==> config.mk <==
export PLATFORM = sky130hd
export DESIGN_NAME = axis_rs232tx_arbiter
export DESIGN_NICKNAME = d
export VERILOG_FILES = /design/src/rtl/axis_rs232tx_arbiter.sv
export SDC_FILE = /design/constraint.sdc
export NUM_CORES = 1
export LEC_CHECK = 0
export CORE_MARGIN = 5
export CORE_UTILIZATION = 43
export DETAILED_ROUTE_END_ITERATION = 16
export PLACE_DENSITY = 0.88
export SYNTH_ARGS = -nofsm -noshare
export SYNTH_HDL_FRONTEND = slang
export SYNTH_SLANG_ARGS = --single-unit
export TNS_END_PERCENT = 10
==> constraint.sdc <==
create_clock -name clock -period 2 [get_ports clock]
set_input_delay 0.4 -clock clock [delete_from_list [all_inputs] [get_ports clock]]
set_output_delay 0.4 -clock clock [all_outputs]
set_load 0.03 [all_outputs]
==> src/rtl/axis_rs232tx_arbiter.sv <==
// axis_rs232tx_arbiter: round-robin arbiter sharing one registered byte stream among CHANNELS requesters.
// Optional AXIS_RS232TX_ARBITER_TAG_EN prefixes each grant with a tag byte 8'hF0|owner.
module axis_rs232tx_arbiter #(
  parameter int CHANNELS  = 4,
  parameter int MAX_BURST = 16
) (
  input  logic                  clock,
  input  logic                  resetn,
  input  logic [8*CHANNELS-1:0] idata,
  input  logic [CHANNELS-1:0]   ivalid,
  input  logic [CHANNELS-1:0]   ilast,
  output logic [CHANNELS-1:0]   iready,
  output logic [7:0]            odata,
  output logic                  ovalid,
  input  logic                  oready,
  output logic [CHANNELS-1:0]   grant
);
  localparam int IW = $clog2(CHANNELS);
`ifdef AXIS_RS232TX_ARBITER_TAG_EN
  typedef enum logic [1:0] {IDLE, TAG, PASS} state_t;
`else
  typedef enum logic [1:0] {IDLE, PASS} state_t;
`endif
  state_t state, state_nx;
  logic [IW-1:0] gidx, last, sel, c;
  logic sel_ok, take, xfer, done;
  logic [7:0] count;
  // Scan downwards so the nearest requester after the last owner overwrites the rest.
  always_comb begin
    sel = '0;
    sel_ok = 1'b0;
    c = '0;
    for (int k = CHANNELS; k >= 1; k--) begin
      c = IW'((int'(last) + k) % CHANNELS);
      if (ivalid[c]) begin
        sel = c;
        sel_ok = 1'b1;
      end
    end
  end
  assign take = !ovalid || oready;
  assign xfer = (state == PASS) && take && ivalid[gidx];
  assign done = xfer && (ilast[gidx] || count == 8'(MAX_BURST - 1));
  always_ff @(posedge clock or negedge resetn)
    if (!resetn) state <= IDLE;
    else state <= state_nx;
  always_comb begin
`ifdef AXIS_RS232TX_ARBITER_TAG_EN
    state_nx = state == IDLE ? (sel_ok ? TAG : IDLE) :
               state == TAG  ? (take ? PASS : TAG) :
               (done ? IDLE : PASS);
`else
    state_nx = state == IDLE ? (sel_ok ? PASS : IDLE) : (done ? IDLE : PASS);
`endif
  end
  always_comb iready = (state == PASS && take) ? grant : '0;
  always_ff @(posedge clock or negedge resetn)
    if (!resetn) begin
      grant  <= '0;
      gidx   <= '0;
      last   <= IW'(CHANNELS - 1);
      count  <= '0;
      odata  <= '0;
      ovalid <= 1'b0;
    end else begin
      if (state == IDLE && sel_ok) begin
        grant <= CHANNELS'(1) << sel;
        gidx  <= sel;
        count <= '0;
      end
      if (xfer) count <= count + 8'd1;
      if (done) begin
        grant <= '0;
        last  <= gidx;
      end
      if (xfer) begin
        odata  <= idata[8*gidx +: 8];
        ovalid <= 1'b1;
      end
`ifdef AXIS_RS232TX_ARBITER_TAG_EN
      else if (state == TAG && take) begin
        odata  <= 8'hF0 | 8'(gidx);
        ovalid <= 1'b1;
      end
`endif
      else if (oready) ovalid <= 1'b0;
    end
endmodule
; Yosys cells after proc, flatten, opt, wreduce, memory -nomap -nowiden
; Cells that the tools add are included.
[totals]
wordCells = 62
input_bits = 43
mem_count = 0
rom_bits = 0
ramBits = 0
register_bits = 27
latchBits = 0
out_inout_bits = 17
[classes]
reduce_logical = 11
add_sub_neg = 5
bitwise = 0
n_eq_ne = 2
mul = 0
shifts = 2
div_mod_pow = 0
order_cmp = 5
mux = 30
[ops]
columns = op, n
row1 = $shiftx A32 B6 Y8, 1
row2 = $mux W8, 2
row3 = $lt A2 B3 Y1 const B, 5
row4 = $mux W1, 15
row5 = $bmux W1 S2, 6
row6 = $mux W4, 3
row7 = $add A8 B1 Y8 const B, 1
row8 = $eq A8 B4 Y1 const B, 1
row9 = $mux W2, 4
row10 = $reduce_bool A2 Y1, 3
row11 = $add A2 B1 Y2 const B, 2
row12 = $add A2 B2 Y2 const B, 2
row13 = $logic_and A1 B1 Y1, 4
row14 = $shl A1 B2 Y4 const A, 1
row15 = $eq A2 B1 Y1 const B, 1
row16 = $logic_not A2 Y1, 1
row17 = $logic_or A1 B1 Y1, 2
row18 = $logic_not A1 Y1, 1

; Depth between registers and ports, before layout
[depth]
ltp_word = 10
depth_mapped = 7
mapped_depth_nobuf = 5

; Worst setup path after synthesis
; OpenSTA, ideal clock, no wires.
[synth_timing]
path_type = register -> register
start = register gidx[0]
end = register odata[0]
setup_time_ns = 0.125
path_stages_with_launch = 5
synth_period_minus_slack_ns = 1.647
arrival_ns = 1.522
n_path_buf = 1
required_time_ns = 1.875
setup_slack_ns = 0.353
path_cell_list = dfrtp_1 -> mux4_2 -> nand3_4 -> buf_12 -> mux2_4
[synth_between]
elab_chain_cells = 3
word_cells_on_any_way = 4
classes_between = shift (1) / mux (2) / reduce/logical (1)
[synth_rtl]
columns = element, line
row1 = from (decl), 25  ; logic [IW-1:0] gidx, last, sel, c;
row2 = from (signal assigned), 68  ; gidx <= sel;
row3 = "parallel branches: the longest is 3 deep, another holds $shiftx A32 B6 Y8", -
row4 = to (signal assigned), 77  ; odata <= idata[8*gidx +: 8];
row5 = to (decl), 13  ; output logic [7:0] odata,
; Parallel ways; which one is timed is not known. The select of a mux whose other input is x is not followed.
; A chain may end at the register's enable or synchronous reset.

; Worst setup path after layout
[layout_timing]
start = input port oready
end = output port iready[2]
[layout_between]
elab_chain_cells = 3
[layout_rtl]
columns = element, line
row1 = from (decl), 15  ; input logic oready,
row2 = $logic_or A1 B1 Y1, 41  ; assign take = !ovalid || oready;
row3 = $logic_and A1 B1 Y1, 56  ; always_comb iready = (state == PASS && take) ? grant : '0;
row4 = $mux W4, 56
row5 = to (decl), 12  ; output logic [CHANNELS-1:0] iready,
; No other way between the ends.

==> results.cfg <==
[detailed_routing]
drtPass1Iterations = 4
routed_via_density = 5.44
drt_iter0_drc = 107
ant_nets = 0
wl_per_cell_um = 18.8
drt_wl_total_um = 4600
vias = 1332
drc = 0

[synthesis]
syn_nets = 170
synth_top_cell_by_area = dfrtp_1
yosysWarnings = 0
synth_top_area_share = 0.392
synth_cells = 126
synth_flop_cell = dfrtp_1
synth_edf_count = 0
syn_area_um2 = 1530
synth.distinct_cells = 36
yosysSeqAreaShare = 0.426
synthTopCellsByArea = dfrtp_1 39%, mux4_2 13%, mux2_4 9.8%, o21ai_1 3.6%, dfstp_2 3.4%
async_reset_ff_frac = 1.00
syn_avg_cell_area_um2 = 12.2
synth_common_cells = 24 x dfrtp_1, 11 x o21ai_1, 10 x mux2_4
yosysMostFrequentCell = dfrtp_1
ys_ff_latch = 26

[placement]
gp_congestion = 0.804
dp_hpwl_um = 3650
io_buffer_count = 59
placed_area_um2 = 2260
placed_cells = 241
pre_cts_ws_ns = -0.155

[power]
total_leakage_power_nw = 1.01
vdd_drop_max_mv = 0.968
p_per_area_nw_per_um2 = 1400
power_mw = 3.24

[cts]
cts_max_level = 1
clk_latency_ns = 0.34
cts_root_buffer = clkbuf_4
clk_pin_slew_ns = 0.15
clock-sinks = 26
cts_tree = yes
clockBufferDepth = 2
cts_setup_buffers = 0
cts_buffers = 3

[global_routing]
grt_max_degree = 27
gr-usage-all-layers = 0.194
grt_pass1_vias = 1437
antenna_found_initial = 0
grt_pass1_wl_um = 7360
overflow = 0

[run_status]
status = finished, final reports clean

[sta]
min_period_ns = 1.95
fin_tns_setup_ns = 0
rsz0062_at_grt = no
timing.final.setup_violations = 0
max_slew_margin = 0.749
skew_ns = 0.00324
setup_ws_ns = 0.0501
maxSlewViolCount = 0
hold_viol_final = 0
hold_ws_ns = 0.410
fmax_ghz = 0.513
tightest_slew_ns = 0.376
finalCritPeriodShare = 0.975

[critical_path]
worstPathCellList = clkdlybuf4s50_1, nand2b_2, buf_4, and3_1, buf_4
worstSetupEndpointType = primary output
worst_ep_arrival_time_ns = 1.55
cp_slowest_cell = clkdlybuf4s50_1
rrSetupSlack_ns = 0.19
crit_buf_inv = 3
r2r_start = gidx[0]
start_kind = input pin
path_delay_family = buffers and inverters
cpMostUsedCell = buf_4
critPathMaxStageDelay_ns = 0.39
critPathCapture = iready[2]
ff2ff_path_depth = 6
critPathMaxFanout = 5
rr_endpoint = count[4]
cp.depth = 5
critPathKind = in2out
required_ns = 1.60
startpoint = oready

[final_layout]
seqCellArea_um2 = 654
final_cells = 245
syn_to_final_growth_pct = 50.9
fin_util = 0.683
drive_gt1_frac = 0.266
n_antenna_cell = 0
final_nets = 244
nFillCells = 242
fin_area_um2 = 2310
multi_input_area_um2 = 818

[floorplan]
fp.dieW_um = 69.7
die_h_um = 69.7
fp.dieArea_um2 = 4860
coreArea_um2 = 3390
rows = 21
initial_utilization = 0.453
ios = 60

[flow_run]
maxCapViolCount = 0

[hold_path]
hold_class = in2async
==> worst min-delay path by stage <==
stage,cells after the start,slack (ns),end,from
2_1_floorplan,0,0.10,count[0],resetn
3_3_place_gp,1,0.47,count[7],count[7]
3_5_place_dp,1,0.49,count[7],count[7]
4_1_cts,2,0.42,grant[1],resetn
5_1_grt,2,0.45,odata[6],resetn
6_report,2,0.41,grant[1],resetn
==> what timing repair did <==
action                                 CTS  global route
gates resized for setup                  1             1
hold buffers                             0             0
endpoints found under the hold margin    0             0
setup endpoints to repair                2             1
==> state kept, by name (all words and copies together) (netlist names) <==
register and cells:
count 8, gidx 2, grant 4, last 2
odata 8, ovalid 1, state 1
==> worst register-to-register path: stages, from the launching register on <==
cell	delay [ns]
dfrtp_2	0.47
mux4_2	0.57
nand3_4	0.15
buf_4	0.16
and2_1	0.21
o21ai_1	0.11
o21ai_1	0.09
==> layout make-up <==
cell class              instances  area share
clock buffers                   3     0.00973
clock inverters                 1      0.0130
inverters                       3     0.00486
multi-input cells              90       0.354
flip-flops and latches         26       0.283
well taps                      46      0.0249
repair buffers                 76       0.311
==> where the power goes <==
| group | leakage [nW] | internal, mW | switching, mW | total [mW] |
|---|---|---|---|---|
| logic | 0.662 | 1.03 | 0.900 | 1.93 |
| clock network | 0.0279 | 0.203 | 0.177 | 0.379 |
| registers | 0.323 | 0.737 | 0.201 | 0.937 |
==> cells by family (layout without fill, tap and decap cells) <==
group                    after synthesis  after routing  share of synthesized area
AND/OR/NAND/NOR                       41             41                      0.157
flip-flops                            26             26                      0.426
AO/OA/AOI/OAI                         25             25                     0.0995
multiplexers                          23             23                      0.268
buffers and inverters                 10             83                     0.0424
adder cells (fa/ha/maj)                1              1                    0.00816
==> metal layers <==
| metal | up-vias | part of all wire | track usage |
|---|---|---|---|
| li1 | 617 | - | - |
| met1 | 670 | 0.36 | 0.210 |
| met2 | 33 | 0.59 | 0.371 |
| met3 | 12 | 0.017 | 0.0217 |
| met4 | 0 | 0.032 | 0.0894 |
| met5 | - | 0 | 0 |
==> layout by cell type, fill, tap and decap left out, drive strengths merged, types with 2 or more instances in the layout <==
| cell | count |
|---|---|
| nor2b | 2 |
| dfrtp | 24 |
| clkdlybuf4s50 | 55 |
| a21oi | 4 |
| clkbuf | 3 |
| nand2b | 5 |
| nand3 | 4 |
| o31ai | 2 |
| mux4 | 10 |
| mux2 | 11 |
| mux2i | 2 |
| a22oi | 2 |
| nand2 | 9 |
| o21ai | 11 |
| dfstp | 2 |
| a21o | 2 |
| nand4 | 3 |
| buf | 21 |
| inv | 3 |
| and3 | 6 |
| nor2 | 8 |
Power figures use the tool's default switching activity.
==> RTL change 1, RTL diff (same flow settings) <==
Set the parameter `MAX_BURST` to 12 (it was 16).
--- a/src/rtl/axis_rs232tx_arbiter.sv
+++ b/src/rtl/axis_rs232tx_arbiter.sv
@@ -2,7 +2,7 @@
 // Optional AXIS_RS232TX_ARBITER_TAG_EN prefixes each grant with a tag byte 8'hF0|owner.
 module axis_rs232tx_arbiter #(
   parameter int CHANNELS  = 4,
-  parameter int MAX_BURST = 16
+  parameter int MAX_BURST = 12
 ) (
   input  logic                  clock,
   input  logic                  resetn,
Formal check against the unedited RTL: no difference found for any inputs over 10 cycles, from zero or initial values and one cycle with resetn low; that may be too few to reach the edited logic, so the function may still have changed.
==> RTL change 1 against the unedited design <==
  * Worst setup slack better by 0.022 ns
  * Wire length down 2.9%
  * Final area down 2.1%
  * Total power down 4.6%
  * Sequential cell count unchanged
  * Clock power down 42%
  * Maximum frequency up 1.1%
  * Largest cell class unchanged
  * Global-route usage down 0.65 points
  * Largest power group unchanged
  * Area after synthesis down 0.90%
==> RTL change 1: results (changes against the unedited design) <==
- The via density per instance came to 5.54 (was 5.44).
- The maximum fanout along the worst path is 8 (was 5).
- The number of warnings issued by yosys came to 0 (unchanged).
- The synthesized netlist net count is 174 (was 170).
- The routability congestion estimate came to 0.751 (was 0.804).
- The number of search-and-repair iterations in the first detailed-routing pass was 4 (unchanged).
- The setup slack at placement came to -0.132 ns (was -0.155 ns).
- The number of post-CTS setup repair buffers was 0 (unchanged).
- The number of antenna violations at the first check in global routing came to 0 (unchanged).
- The worst min-delay path class is primary input to asynchronous set/reset pin (unchanged).
- The total instance count after detailed placement was 242 (was 241).
- The clock transition at the register clock pins on the worst setup and hold paths after CTS is 0.14 ns.
- The number of diodes added for antenna fixing is 0 (unchanged).
- The largest net degree at the start of global routing is 14 (was 27).
- The global-route usage over all layers is 18.7% (was 19.4%).
- The total global routing overflow is 0 (unchanged).
- The post-cts gate resize count was 0 (was 1).
- The number of global-route vias before repair came to 1452 (was 1437).
- The leading cell type by number of instances after synthesis is dfrtp_1 (unchanged).
- The depth of the most critical reg-to-reg path is 5 (was 6).
- Leading cell types by total area after synthesis: dfrtp_1 40%, mux4_2 15%, mux2_4 8.9%, o21ai_1 4.3%, dfstp_2 3.5% (was dfrtp_1 39%, mux4_2 13%, mux2_4 9.8%, o21ai_1 3.6%, dfstp_2 3.4%).
- The maximum number of buffers from clock root to sink was 2 (unchanged).
- The initial DRC count came to 97 (was 107).
- The buffer cell driving the clock tree root was clkbuf_4 (unchanged).
- The layout net count is 245 (was 244).
- The highest-delay cell along the critical path is clkdlybuf4s50_1 (unchanged).
- The sum of net half-perimeters after detailed placement came to 3760 um (was 3650 um).
- The fill cell instance count of the final layout was 250 (was 242).
- The maximum level of the CTS H-tree is 1 (unchanged).
- The routed length per instance was 18.2 um (was 18.8 um).
- The share of synthesized area occupied by flip-flops and latches is 43.0% (was 42.6%).
- The insertion delay of the later-clocked pin in the worst-skew pair was 0.32 ns (was 0.34 ns).
- The maximum vdd ir drop is 0.726 mV (was 0.968 mV).
- The transition time at the pin with the least slew margin is 0.399 ns (was 0.376 ns).
- The number of buffers added by the clock tree synthesis step is 3 (unchanged).
- The static leakage is 0.986 nW (was 1.01 nW).
- The layout cell share with drive strength beyond 1 is 24.6% (was 26.6%).
- Biggest regs: count x8, odata x8, grant x4 (unchanged).
- The worst clock skew is 0.0109 ns (was 0.00324 ns).
- The largest single stage delay on the critical path is 0.40 ns.
- The distinct cell type count after synthesis is 34 (was 36).
- Status: finished clean (unchanged).
- The mean post-synth cell area came to 11.7 sq um (was 12.2 sq um).
- The via total after detailed routing came to 1357 (was 1332).
- The critical path data arrival time came to 1.53 ns (was 1.55 ns).
- The global-route wire length before repair was 7220 um (was 7360 um).
- The number of port buffers is 59 (unchanged).
- Most frequent cells after synthesis: 24 x dfrtp_1, 13 x o21ai_1, 10 x mux4_2 (was 24 x dfrtp_1, 11 x o21ai_1, 10 x mux2_4).
- The fraction of registers with async set or reset after synthesis is 100% (unchanged).
## RTL change 1: routing by layer
metal	vias up	global-route usage [%]	routed length, um
met5	-	0	0
met4	0	7.59	142
met3	14	2.75	129
met2	48	36.0	2600
met1	679	20.1	1590
li1	616	-	-
## RTL change 1: cells by family after synthesis
logic type	Yosys count	synth area share, %
multiplexers	21	25.1
AND/OR/NAND/NOR	44	16.3
XOR/XNOR	2	1.15
buffers and inverters	10	3.79
adder cells (fa/ha/maj)	1	0.823
flip-flops	26	43.0
AO/OA/AOI/OAI	26	9.88
## RTL change 1: per-stage QoR
step	area [sq um]	total power, mW
after global placement	2240	2.79
after global routing	2270	3.26
after CTS	2260	3.10
after detailed placement	2240	2.89
after floorplan	1520	2.15
final	2270	3.10
## RTL change 1: area by class of cell
type	instances	area (sq um)	share of cell area (%)
multi-input combinational	94	812	35.8
timing repair buffer	73	711	31.3
sequential	26	653	28.8
tap	46	57.6	2.54
clock buffer	3	22.5	0.993
inverter	3	11.3	0.497
## RTL change 1: worst max-delay path, delay by kind of cell
family | cells | cell delay (ns)
simple gates | 2 | 0.40
buf+inv | 3 | 0.73
## RTL change 1: path summary, 6_finish.rpt
check | from | end | slack [ns]
setup reg to reg | gidx[0] | last[0] | 0.17
max in group asynchronous | resetn | grant[0] | 1.13
hold reg to reg | odata[4] | odata[4] | 0.52
setup / recovery | oready | iready[1] | 0.07
hold / removal | resetn | count[7] | 0.35
min in group clock | odata[4] | odata[4] | 0.52
## RTL change 1: power breakdown
group	internal (mW)	switching, mW
Clock	0.0704	0.147
Combinational	1.04	0.909
Sequential	0.735	0.198
Total	1.84	1.25
==> RTL change 2, RTL diff (same settings) <==
Made on the original files. Make the reset (`resetn`) synchronous in 2 clocked blocks.
--- a/src/rtl/axis_rs232tx_arbiter.sv
+++ b/src/rtl/axis_rs232tx_arbiter.sv
@@ -41,7 +41,7 @@
   assign take = !ovalid || oready;
   assign xfer = (state == PASS) && take && ivalid[gidx];
   assign done = xfer && (ilast[gidx] || count == 8'(MAX_BURST - 1));
-  always_ff @(posedge clock or negedge resetn)
+  always_ff @(posedge clock)
     if (!resetn) state <= IDLE;
     else state <= state_nx;
   always_comb begin
@@ -54,7 +54,7 @@
 `endif
   end
   always_comb iready = (state == PASS && take) ? grant : '0;
-  always_ff @(posedge clock or negedge resetn)
+  always_ff @(posedge clock)
     if (!resetn) begin
       grant  <= '0;
       gidx   <= '0;
Check against the original RTL: differs if resetn is asserted again (counterexample within 4 cycles, from zero or initial values and one cycle with resetn low); with resetn held inactive, the same outputs for 10 cycles.
==> RTL change 2 against the unedited design <==
  * Area after synthesis decreased by 7.7%
  * Wire length decreased by 8.2%
  * Worst setup slack improved by 0.033 ns
  * Sequential cell count unchanged
  * First-iteration DRC count decreased by 3.7%
  * Final area decreased by 4.0%
  * Critical path type unchanged
  * Synthesized cell count increased by 21%
Power is not compared: it rests on default switching activity, and its combinational part moved more than twofold at a synthesized area within 25%.
==> RTL change 2: results (changes against the unedited design) <==
- The relative max-transition margin came to 72.4% (was 74.9%).
- The insertion delay of the later-clocked pin in the worst-skew pair is 0.32 ns (was 0.34 ns).
- The non-clock buffering overhead in the final layout is 34.0% (was 31.1%).
- The area taken by flip-flops and latches is 520 sq um (was 654 sq um).
- The destination of the critical timing path is iready[1] (was iready[2]).
- The aggregate routed wire length is 4230 um (was 4600 um).
- Leading cell types by total area after synthesis: dfxtp_1 37%, mux4_2 16%, nand2_1 6.4%, a21oi_1 5.7%, and3_1 3.1% (was dfrtp_1 39%, mux4_2 13%, mux2_4 9.8%, o21ai_1 3.6%, dfstp_2 3.4%).
- The fill cell instance count of the final layout is 236 (was 242).
- The routability congestion estimate came to 0.761 (was 0.804).
- The worst clock skew came to 0.00140 ns (was 0.00324 ns).
- The met3 track utilization from global routing is 4.66% (was 2.17%).
- The worst min-delay path class is flip-flop to flip-flop (was primary input to asynchronous set/reset pin).
- Most frequent cells after synthesis: 26 x dfxtp_1, 24 x nand2_1, 16 x a21oi_1 (was 24 x dfrtp_1, 11 x o21ai_1, 10 x mux2_4).
- The worst hold path passes through 2 cells.
- The sequential cell count is 26 (unchanged).
- The initial DRC count is 103 (was 107).
- The reg-to-reg startpoint is gidx[0] (unchanged).
- The critical path data arrival time is 1.52 ns (was 1.55 ns).
- The depth of the most critical reg-to-reg path came to 5 (was 6).
- The gate count after technology mapping was 152 (was 126).
- The synthesized netlist net count was 196 (was 170).
- The met1 routing resource usage after global routing is 22.9% (was 21.0%).
- The placed standard-cell area is 2170 sq um (was 2260 sq um).
- The distinct cell type count after synthesis came to 40 (was 36).
- The layout cell share with drive strength beyond 1 is 19.6% (was 26.6%).
- The count of plain and timing-repair buffers in the layout is 79 (was 76).
- The xor/xnor share of the synthesized area is 0% (unchanged).
- The fraction of area in multi-input gates is 37.2% (was 35.4%).
- The via total after detailed routing is 1511 (was 1332).
- The end of the worst register-to-register path is odata[4] (was count[4]).
- The share of synthesized area occupied by flip-flops and latches is 36.8% (was 42.6%).
- The share of synthesized cell area in full adder, half adder and majority cells is 0.884% (was 0.816%).
- The clock-cell share of area is 2.36% (was 2.27%).
- The growth of design area from synthesis to finish came to 57.0% (was 50.9%).
- The floorplan row count is 20 (was 21).
- The met2 demand-to-capacity share in global routing is 34.6% (was 37.1%).
- The fraction of registers with async set or reset after synthesis was 0% (was 100%).
- Status: finished clean (unchanged).
- The proportion of synthesized area in mux cells is 16.6% (was 26.8%).
- The global-route wire length before repair is 6690 um (was 7360 um).
- The sum of net half-perimeters after detailed placement came to 3350 um (was 3650 um).
- The maximum level of the CTS H-tree came to 1 (unchanged).
- The layout multi-input combinational cell count is 113 (was 90).
- The post-cts gate resize count was 0 (was 1).
- The global-route usage over all layers is 19.8% (was 19.4%).
==> RTL change 2: cell count changes after synthesis, moves of 3 or more <==
cell | before | now
dfxtp_1 | 0 | 26
dfrtp_1 | 24 | 0
nand2_1 | 9 | 24
a21oi_1 | 3 | 16
mux2_4 | 10 | 0
o21ai_1 | 11 | 1
o21ai_0 | 0 | 5
o311ai_0 | 0 | 4
nand2b_1 | 5 | 2
nor2_1 | 7 | 4
nor3_1 | 0 | 3
==> RTL change 2: worst max-delay path: cells and delay by family <==
family	cells	cell delay [ns]
buffers and inverters	3	0.74
and+or+nand+nor	2	0.38
==> RTL change 2: how the worst min path moves through the flow <==
stage | start | end | slack (ns)
6_report | odata[5] | odata[5] | 0.46
3_5_place_dp | odata[0] | odata[0] | 0.45
2_1_floorplan | count[1] | count[1] | 0.46
4_1_cts | odata[0] | odata[0] | 0.46
3_3_place_gp | odata[7] | odata[7] | 0.44
5_1_grt | odata[0] | odata[0] | 0.48
==> RTL change 2: per-layer routing <==
metal	vias up	routed length (um)
li1	727	-
met1	709	1640
met2	67	2170
met3	8	318
met4	0	93
met5	-	0
==> RTL change 2: metrics by stage <==
step,TNS (ns),setup WS (ns)
final,0,0.0833
after global routing,0,0.0300
after CTS,0,0.0818
after detailed placement,-1.02,-0.111
after global placement,-0.516,-0.0837
after floorplan,0,0.386
==> RTL change 2: where the power goes <==
| part | total [mW] | leakage, nW | internal (mW) | switching [mW] |
|---|---|---|---|---|
| Clock | 0.359 | 0.0279 | 0.203 | 0.157 |
| Sequential | 0.583 | 0.212 | 0.551 | 0.0319 |
| Combinational | 0.457 | 0.587 | 0.254 | 0.203 |
| Total | 1.40 | 0.827 | 1.01 | 0.392 |
